--- src/rtl/ifetch_unit.sv ---
// Instruction fetch stage: owns the PC, pre-decodes branch/call/ret, keeps a
// circular return-address stack and the IF/ID pipeline register.
module ifetch_unit #(
  parameter logic [4:0]  RESET_PC  = 5'd21,
  parameter int unsigned RAS_DEPTH = 4
) (
  input  logic        clk,
  input  logic        rst_n,
  output logic [4:0]  imem_addr,
  input  logic [15:0] imem_data,
  input  logic        stall,
  input  logic        flush,
  input  logic [4:0]  redirect_pc,
  output logic [15:0] ifid_instr,
  output logic [4:0]  ifid_pc,
  output logic        ifid_valid,
  output logic        ras_overflow,
  output logic        ras_underflow
);

  localparam int unsigned PtrW = (RAS_DEPTH > 1) ? $clog2(RAS_DEPTH) : 1;
  localparam int unsigned CntW = $clog2(RAS_DEPTH + 1);
  localparam logic [CntW-1:0] CntFull = CntW'(RAS_DEPTH);

  logic [4:0]      pc_q, pc_d;
  logic [15:0]     instr_q, instr_d;
  logic [4:0]      ifpc_q, ifpc_d;
  logic            valid_q, valid_d;
  logic            ovf_q, ovf_d;
  logic            unf_q, unf_d;
  logic [4:0]      ras_q [RAS_DEPTH];
  logic [4:0]      ras_d [RAS_DEPTH];
  logic [PtrW-1:0] wr_ptr_q, wr_ptr_d;
  logic [CntW-1:0] cnt_q, cnt_d;

  logic            is_branch, is_call, is_ret;
  logic [4:0]      pc_inc, target;
  logic [PtrW-1:0] top_ptr;
  logic            ras_empty, ras_full;
  logic            unused_offset_hi;

  assign is_branch = (imem_data[15:12] == 4'b0001);
  assign is_call   = (imem_data[15:12] == 4'b1010);
  assign is_ret    = (imem_data[15:10] == 6'b111111);

  // Target is taken mod 32, so only the low offset bits contribute.
  assign pc_inc           = pc_q + 5'd1;
  assign target           = pc_inc + imem_data[4:0];
  assign unused_offset_hi = ^imem_data[11:5];

  // wr_ptr_q names the next free slot; the newest entry sits just below it.
  assign top_ptr   = wr_ptr_q - PtrW'(1);
  assign ras_empty = (cnt_q == '0);
  assign ras_full  = (cnt_q == CntFull);

  assign imem_addr     = rst_n ? pc_q : RESET_PC;
  assign ifid_instr    = instr_q;
  assign ifid_pc       = ifpc_q;
  assign ifid_valid    = valid_q;
  assign ras_overflow  = ovf_q;
  assign ras_underflow = unf_q;

  always_comb begin
    pc_d     = pc_q;
    instr_d  = instr_q;
    ifpc_d   = ifpc_q;
    valid_d  = valid_q;
    ovf_d    = ovf_q;
    unf_d    = unf_q;
    ras_d    = ras_q;
    wr_ptr_d = wr_ptr_q;
    cnt_d    = cnt_q;

    if (flush) begin
      pc_d    = redirect_pc;
      instr_d = '0;
      ifpc_d  = '0;
      valid_d = 1'b0;
    end else if (!stall) begin
      instr_d = imem_data;
      ifpc_d  = pc_q;
      valid_d = 1'b1;
      pc_d    = pc_inc;
      if (is_branch) begin
        pc_d = target;
      end else if (is_call) begin
        pc_d             = target;
        ras_d[wr_ptr_q]  = pc_inc;
        wr_ptr_d         = wr_ptr_q + PtrW'(1);
        // A full stack overwrites its oldest slot, which is the one at wr_ptr_q.
        if (ras_full) begin
          ovf_d = 1'b1;
        end else begin
          cnt_d = cnt_q + CntW'(1);
        end
      end else if (is_ret) begin
        if (ras_empty) begin
          unf_d = 1'b1;
        end else begin
          pc_d     = ras_q[top_ptr];
          wr_ptr_d = top_ptr;
          cnt_d    = cnt_q - CntW'(1);
        end
      end
    end
  end

  always_ff @(posedge clk) begin
    if (!rst_n) begin
      pc_q     <= RESET_PC;
      instr_q  <= '0;
      ifpc_q   <= '0;
      valid_q  <= 1'b0;
      ovf_q    <= 1'b0;
      unf_q    <= 1'b0;
      wr_ptr_q <= '0;
      cnt_q    <= '0;
    end else begin
      pc_q     <= pc_d;
      instr_q  <= instr_d;
      ifpc_q   <= ifpc_d;
      valid_q  <= valid_d;
      ovf_q    <= ovf_d;
      unf_q    <= unf_d;
      wr_ptr_q <= wr_ptr_d;
      cnt_q    <= cnt_d;
    end
  end

  // Stack contents need no reset; the count alone decides what is live.
  always_ff @(posedge clk) begin
    ras_q <= ras_d;
  end

endmodule

--- config.mk ---
export PLATFORM = sky130hd
export DESIGN_NAME = ifetch_unit
export DESIGN_NICKNAME = d
export VERILOG_FILES = /design/src/rtl/ifetch_unit.sv
export SDC_FILE = /design/constraint.sdc
export NUM_CORES = 1
export LEC_CHECK = 0
export ABC_AREA = 0
export BUFFER_PORTS_ARGS = -buffer_cell sky130_fd_sc_hd__buf_4
export CAP_MARGIN = 0
export CORE_ASPECT_RATIO = 0.6
export CORE_MARGIN = 4
export CORE_UTILIZATION = 55
export CTS_BUF_LIST = sky130_fd_sc_hd__clkbuf_4
export CTS_CLUSTER_DIAMETER = 30
export DETAILED_ROUTE_END_ITERATION = 10
export PLACE_DENSITY_LB_ADDON = 0.05
export SYNTH_ARGS = -nofsm -noshare
export SYNTH_HDL_FRONTEND = slang
export SYNTH_SLANG_ARGS = --single-unit
export TNS_END_PERCENT = 10
--- constraint.sdc ---
create_clock -name clk -period 4.6 [get_ports clk]
set_clock_uncertainty 0.2 [all_clocks]
set_input_delay 0.46 -clock clk [delete_from_list [all_inputs] [get_ports clk]]
set_output_delay 0.46 -clock clk [all_outputs]
set_load 0.02 [all_outputs]
After elaboration in Yosys (flattened, before gate mapping)
Index checks and enable logic that the tools add are counted.
{ "op_classes": {"n_addsub": 6, "mul": 0, "div": 0, "n_lt_le_gt_ge": 3, "n_eq_ne": 7, "shift": 0, "muxes": 20, "bitwise_logic": 7, "n_reduce_logical": 9} }
{ "ops": {"columns": ["operator", "n"], "rows": [
  ["$mux W5", 10],
  ["$bwmux W20", 1],
  ["$mux W3", 4],
  ["$reduce_and A6 Y1", 2],
  ["$bmux W5 S2", 1],
  ["$demux W5 S2", 1],
  ["$reduce_and A5 Y1", 2],
  ["$eq A6 B6 Y1 const B", 1],
  ["$ge A3 B3 Y1 const B", 2],
  ["$mux W2", 3],
  ["$not A2 Y3", 2],
  ["$add A5 B1 Y5 const B", 1],
  ["$add A5 B5 Y5", 1],
  ["$not A1 Y1", 5],
  ["$eq A4 B1 Y1 const B", 1],
  ["$eq A4 B4 Y1 const B", 1],
  ["$ne A2 B2 Y1 const B", 2],
  ["$reduce_and A4 Y1", 1],
  ["$add A3 B1 Y3 const B", 1],
  ["$eq A3 B3 Y1 const B", 1],
  ["$logic_not A3 Y1", 1],
  ["$lt A3 B1 Y1 const B", 1],
  ["$sub A3 B1 Y3 const B", 1],
  ["$add A2 B1 Y2 const B", 1],
  ["5 further kinds", 5]
]} }
{ "totals": {"reg_bits": 54, "latch_bits": 0, "ram_bits": 0, "romBits": 0, "in_bits": 25, "output_inout_bits": 29, "wordCells": 64, "memories": 0} }

Longest topological paths before layout
Gate-level depths: netlist of the first run.
{ "depth": {"ltp_word": 11, "ltp_mapped": 8, "mapped_depth_nobuf": 8} }

Worst setup path after synthesis of the first run
OpenSTA, ideal clock, no wires.
{ "synth_path": {"path_type": "register -> register", "from": "register pc_q[1]", "to": "register pc_q[4]", "setup_time_ps": 78, "arrival_time_ps": 2043, "required_ps": 4322, "setup_slack_ps": 2279, "stages_incl_launch_ff": 9, "path_buffers": 0, "synth_period_minus_slack_ps": 2321, "cell_sequence": "dfxtp_1 ha_1 xor2_1 ha_1 a21o_1 a21oi_1 xor2_1 or3_1 a32oi_1"} }
{ "synth_via": {"word_cells_on_any_way": 8, "cone_classes": "add/sub: 2; mux: 6"} }
{ "synth_rtl": {"columns": ["item", "line_no", "source"], "rows": [
  ["start, declared", "25", "logic [4:0] pc_q, pc_d;"],
  ["start signal, assigned", "119", "pc_q <= pc_d;"],
  ["$add A5 B1 Y5 (*)", "47", "assign pc_inc = pc_q + 5'd1;"],
  ["net pc_inc[2]", "37", "logic [4:0] pc_inc, target;"],
  ["$add A5 B5 Y5 (*)", "48", "assign target = pc_inc + imem_data[4:0];"],
  ["$mux W5", "86", "end else if (is_call) begin"],
  ["$mux W5 (*)", "84", "if (is_branch) begin"],
  ["$mux W5 (*)", "79", "end else if (!stall) begin"],
  ["$mux W5 (*)", "74", "if (flush) begin"]
]} }
The timed path passes the listed nets; every way through them passes the cells marked *. The select of a mux whose other input is x is not followed.
A chain may end at the register's enable or synchronous reset.

Final worst setup path of the first run
Same ends and word-level chain as after synthesis.

==> impl_metrics.ini, run 1 <==
[clock_network]
holdBufCountCts = 0
cts_root_buffer = clkbuf_4
cts_tree = built
cts.sinks = 54
path_clk_slew_ns = 0.15
cts_resized = 0
cts.path.max_buffers = 2
htreeDepth = 2
insertion_delay_ns = 0.37
cts_setup_buffers = 0
cts_buffers = 5

[synth]
yosysSeqAreaShare_pct = 49.3
ys_seq_elements = 54
ys_types = 44
syn-mean-instance-area_um2 = 11.5
synth_common_cells = 34 x dfxtp_1, 27 x nor2_1, 24 x mux2i_1
synth_edf_count = 20
yosys_warnings = 0
yosysMostFrequentCell = dfxtp_1
synth_top_cell_by_area = dfxtp_1
synth_cells = 226
synth.area.top_cells = dfxtp_1 26%, edfxtp_1 23%, mux2i_1 9.2%, ha_1 4.8%, mux4_2 4.3%
synth_nets = 263
synth_top_area_share_pct = 26.2
syn_area_um2 = 2600
synth_flop_cell = dfxtp_1
synthArstFlopShare_pct = 0

[setup_path]
crit_chain = ha_1 -> xor2_1 -> ha_1 -> a21o_1 -> a21oi_1 -> xor2_1 -> or3_1 -> a32oi_1
reg2reg_slack_ns = 1.92
critPathRequiredTime_ns = 4.71
crit_buf_inv = 0
start_kind = register
crit_type = register to register
cp-end-kind = register
cpPeakStageDelay_ns = 0.45
slowest_stage = xor2_1
crit_family = adder cells
worstPathArrival_ns = 2.79
worst-r2r-cell-count = 8
cp.depth = 8
crit_fanout = 7

[sta]
worst_slew_pin_slew_ns = 1.06
max_freq_ghz = 0.372
period_needed_ns = 2.68
report.final.slew_viol_count = 0
setup-tns-final_ns = 0
setup_violations = 0
finalHoldViolations = 0
setup_slack_ns = 1.92
slew_headroom_pct = 29.6
rsz0062_at_grt = false
period_share_pct = 58.4

[final_layout]
fin_nets = 311
layout-drive-gt1-share_pct = 27.6
diodes = 0
area_growth_pct = 20.3
final_cells = 338

[routing]
wl_per_cell_um = 16.7
vias = 1876
first_iter_violations = 122
ant_nets = 0
avgViaCountPerCell = 5.55
postRouteWirelength_mm = 5.64
first_pass_iters = 4
drc = 0

[global_routing]
grtUsageTotal_pct = 20.1
grt_max_degree = 37
antenna_found_initial = 0
grt-ovfl-total = 0
grt_pass1_vias = 1813
grt_pass1_wl_mm = 9.25

[power_and_ir_drop]
ir_worst_vdd_mv = 0.172
power_frac_seq_pct = 52.7
leakage_nw = 1.33
swShare_pct = 24.6
p_total_uw = 989
power_density_nw_per_um2 = 316
power_frac_clock_pct = 32.0
p_int_uw = 745
p_switching_uw = 244
power_frac_comb_pct = 15.3

[run_status]
status = completed

[job]
cap_violations = 0

[floorplanning]
ios = 54
start_util_pct = 57.0
core-area_um2 = 4560
dieWidth_um = 96.8
die-area_um2 = 5930
die_h_um = 61.3
num_rows = 19

[min_path]
hp-class = input pin to register
hold_depth = 3

[place]
post-place-ws_ns = 1.98
port_buffers = 53
hpwl_mm = 4.07
routabilityCongestion = 0.819
dp.cells = 330
power groups by stage:
stage               clock network [mW]  registers [mW]  logic (mW)
finish                           0.317           0.521       0.151
global route                     0.343           0.523       0.166
CTS                              0.319           0.522       0.151
detailed placement                   0           0.532       0.149
global placement                     0           0.531       0.146
floorplan                            0           0.537      0.0871
registers in the layout, indices dropped and copies added, names as in the netlist:
register and cells:
ras_q 20, ifid_instr 16, ifid_pc 5, pc_q 5, cnt_q 3, wr_ptr_q 2, ifid_valid 1, ras_overflow 1
ras_underflow 1
layout by cell type (no fill, tap or decap), drive strengths merged, types with 2 or more instances in the layout:
cell	n
buf	53
dfxtp	34
nor2	28
mux2i	24
edfxtp	20
nand2	13
ha	10
inv	8
and2	6
a21oi	6
xor2	5
and3	5
xnor2	5
mux4	5
clkbuf	5
nand2b	4
nor2b	4
nor3	4
nand3	3
o211ai	3
a41oi	3
a211oi	2
o21ai	2
o21a	2
or2	2
fa	2
bufinv	2
routing by layer:
layer  global-route usage, %  up-vias  routed length, um
met5                       0        -                  0
li1                        -      900                  -
met2                    31.4       66               2490
met4                    5.60        0                 60
met1                    28.4      903               2700
met3                    5.09        7                383
worst min-delay path: cells and delay by family:
kind	cells	cell delay [ns]
and+or+nand+nor	1	0.07
muxes	1	0.05
buffers and inverters	1	0.08
path summary, 6_finish.rpt:
kind / start / endpoint
worst max register to register: pc_q[1]$_SDFFE_PN0P_ / pc_q[4]$_SDFFE_PN1P_
worst min register to register: ifid_valid$_SDFFE_PP0N_ / ifid_valid$_SDFFE_PP0N_
worst min-delay path: imem_data[7] / ifid_instr[7]$_SDFFE_PP0N_
worst max-delay path: pc_q[1]$_SDFFE_PN0P_ / pc_q[4]$_SDFFE_PN1P_
cell families (layout without fill, tap and decap cells):
group | after synthesis | count (layout) | share of synthesized area [%]
adders and majority gates | 12 | 12 | 6.35
buffers and inverters | 20 | 69 | 3.08
xor gates and xnor gates | 10 | 10 | 3.37
AOI/OAI and AO/OA | 28 | 28 | 8.86
and+or+nand+nor | 73 | 73 | 15.5
muxes | 29 | 29 | 13.6
DFF | 54 | 54 | 49.3
per-stage QoR:
step	util [%]	hold slack [ns]	cell area (um^2)
floorplan	-	0.310	2600
global placement	66.3	0.238	3030
detailed placement	66.3	0.248	3030
CTS	68.5	0.103	3130
global route	68.5	0.106	3130
finish	68.5	0.108	3130
area by class of cell:
cell class / count / area [um^2]
Clock buffer: 5 / 37.5
Tap cell: 63 / 78.8
Timing Repair Buffer: 53 / 398
Inverter: 8 / 30.0
Fill cell: 393 / 1440
Multi-Input combinational cell: 152 / 1240
Clock inverter: 3 / 63.8
Sequential cell: 54 / 1280
Power figures use the tool's default switching activity.
==> run 2, diff against run 1 <==
Settings changed: CORE_UTILIZATION 55 to 51.
Clock period 4.6 ns to 2.3 ns, I/O delays scaled along.
==> run 2 against run 1 <==
  * Routed wire length grew 7.0%
  * Final cell count increased by 11%
  * Via count up 5.8%
  * Fmax is 20% higher
  * Critical path type unchanged
==> impl_metrics.ini, run 2 (synthesis gave the netlist of run 1 again) <==
[run_status]
status = completed

[setup_path]
critPathRequiredTime_ns = 2.42
cpPeakStageDelay_ns = 0.37
slowest_stage = dfxtp_2
crit_fanout = 6
start_kind = register
reg2reg_slack_ns = 0.06
worstPathArrival_ns = 2.36
crit_buf_inv = 1
r2r_start = pc_q[0]$_SDFFE_PN1P_
crit_chain = ha_2 -> xor2_2 -> buf_4 -> ha_1 -> a21o_1 -> a21oi_2 -> xor2_1 -> or3_1 -> a32oi_1
r2r_end = pc_q[4]$_SDFFE_PN1P_
worst-r2r-cell-count = 9
crit_start = pc_q[0]$_SDFFE_PN1P_
cp-end-kind = register
crit_type = register to register
crit_family = compound AO/OA/AOI/OAI gates

[routing]
vias = 1985
ant_nets = 0
met1Wirelength_mm = 2.77
first_iter_violations = 105
highest_layer = met4
postRouteWirelength_mm = 6.03
avgViaCountPerCell = 5.29
wl_met2_mm = 2.84
wl_met3_um = 337
drc = 0
wl_per_cell_um = 16.1
first_pass_iters = 4

[clock_network]
cts_setup_buffers = 0
cts.sinks = 54
cts_root_buffer = clkbuf_4
htreeDepth = 2
cts_buffers = 5
cts_tree = built
insertion_delay_ns = 0.38
cts.path.max_buffers = 2
path_clk_slew_ns = 0.16

[final_layout]
final_cells = 375
largest-register = ras_q
layout_commonest_cell = buf_4
mostFrequentLayoutCells = 66 x buf_4, 32 x dfxtp_1, 27 x nor2_1
fin_nets = 348
layout-drive-gt1-share_pct = 30.8
largest_register_ffs = 20
area_growth_pct = 33.3
diodes = 0
fill_cells = 345

[place]
post-place-ws_ns = -0.00692
hpwl_mm = 4.16
dp.cells = 343
port_buffers = 53
routabilityCongestion = 0.864

[min_path]
hold_depth = 4
hp-class = input pin to register
min_from = redirect_pc[2]
hold-path-endpoint = pc_q[2]$_SDFFE_PN1P_

[sta]
report.final.slew_viol_count = 0
setup-tns-final_ns = 0
finalHoldViolations = 0
slew_headroom_pct = 59.7
worst_slew_pin_slew_ns = 0.605
period_needed_ns = 2.24
rsz0062_at_grt = true
period_share_pct = 97.4
max_freq_ghz = 0.446
setup_slack_ns = 0.0593
setup_violations = 0

[global_routing]
grt_pass1_wl_mm = 9.88
grt_pass1_vias = 2023
grt_max_degree = 36
grt-ovfl-total = 0
grtUsageTotal_pct = 19.6
antenna_found_initial = 0

[floorplanning]
num_rows = 19
die-area_um2 = 6340
core-area_um2 = 4750
start_util_pct = 54.7
die_h_um = 63.3
dieWidth_um = 100
ios = 54

[power_and_ir_drop]
leakage_nw = 1.48
ir_worst_vdd_mv = 0.372
p_total_mw = 1.95
power_density_nw_per_um2 = 564

[job]
cap_violations = 0
## run 2: cell count changes in the layout (fill, tap and decap cells not counted), moves of 2 or more
cell           change
buf_4             +13
dfxtp_1            -2
dfxtp_2            +2
dlygate4sd3_1     +24
## run 2: how the worst max path moves through the flow
stage	endpoint	slack [ns]	depth (start not counted)
after global routing	pc_q[2]$_SDFFE_PN1P_	-0.008	8
final	pc_q[4]$_SDFFE_PN1P_	0.06	9
after CTS	pc_q[4]$_SDFFE_PN1P_	0.01	7
after detailed placement	pc_q[4]$_SDFFE_PN1P_	-0.007	9
after floorplan	pc_q[4]$_SDFFE_PN1P_	0.01	7
after global placement	pc_q[4]$_SDFFE_PN1P_	0.04	7
## run 2: stage by stage
stage | instance area, um^2 | utilization (%) | hold WS, ns
2_1_floorplan | 2610 | - | 0.158
3_3_place_gp | 3130 | 65.9 | 0.242
3_5_place_dp | 3130 | 65.9 | 0.250
4_1_cts | 3460 | 72.7 | 0.0190
5_1_grt | 3470 | 72.9 | 0.00715
6_report | 3470 | 72.9 | 0.0315
## run 2: what timing repair did
item | 4_1_cts | 5_1_grt
setup endpoints to repair | 1 | 2
resized for setup | 2 | 3
endpoints found under the hold margin | 22 | 0
pin swaps | 0 | 1
hold buffers | 24 | 0
## run 2: layout make-up
| cell class | instances | area [um^2] | area share, % |
|---|---|---|---|
| Clock buffer | 6 | 45.0 | 1.30 |
| Clock inverter | 2 | 37.5 | 1.08 |
| Inverter | 8 | 30.0 | 0.866 |
| Multi-Input combinational cell | 152 | 1250 | 36.2 |
| Sequential cell | 54 | 1280 | 37.0 |
| Tap cell | 63 | 78.8 | 2.27 |
| Timing Repair Buffer | 90 | 736 | 21.2 |
## run 2: tightest hold or removal path: cells and delay by family
kind / cells / cell delay [ns]
AO/OA/AOI/OAI: 2 / 0.19
buffers and inverters: 1 / 0.11
AND/OR/NAND/NOR: 1 / 0.05
## run 2: report_power, final
part / total (mW) / switching [mW] / internal [mW]
Combinational: 0.374 / 0.187 / 0.187
Clock: 0.540 / 0.298 / 0.242
Sequential: 1.04 / 0.0174 / 1.02
Total: 1.95 / 0.502 / 1.45
## run 2: per-layer routing
layer  vias to the layer above  global-route usage (%)
li1                        972                       -
met1                       955                    26.4
met2                        50                    31.7
met3                         8                    4.41
met4                         0                    5.88
met5                         -                       0
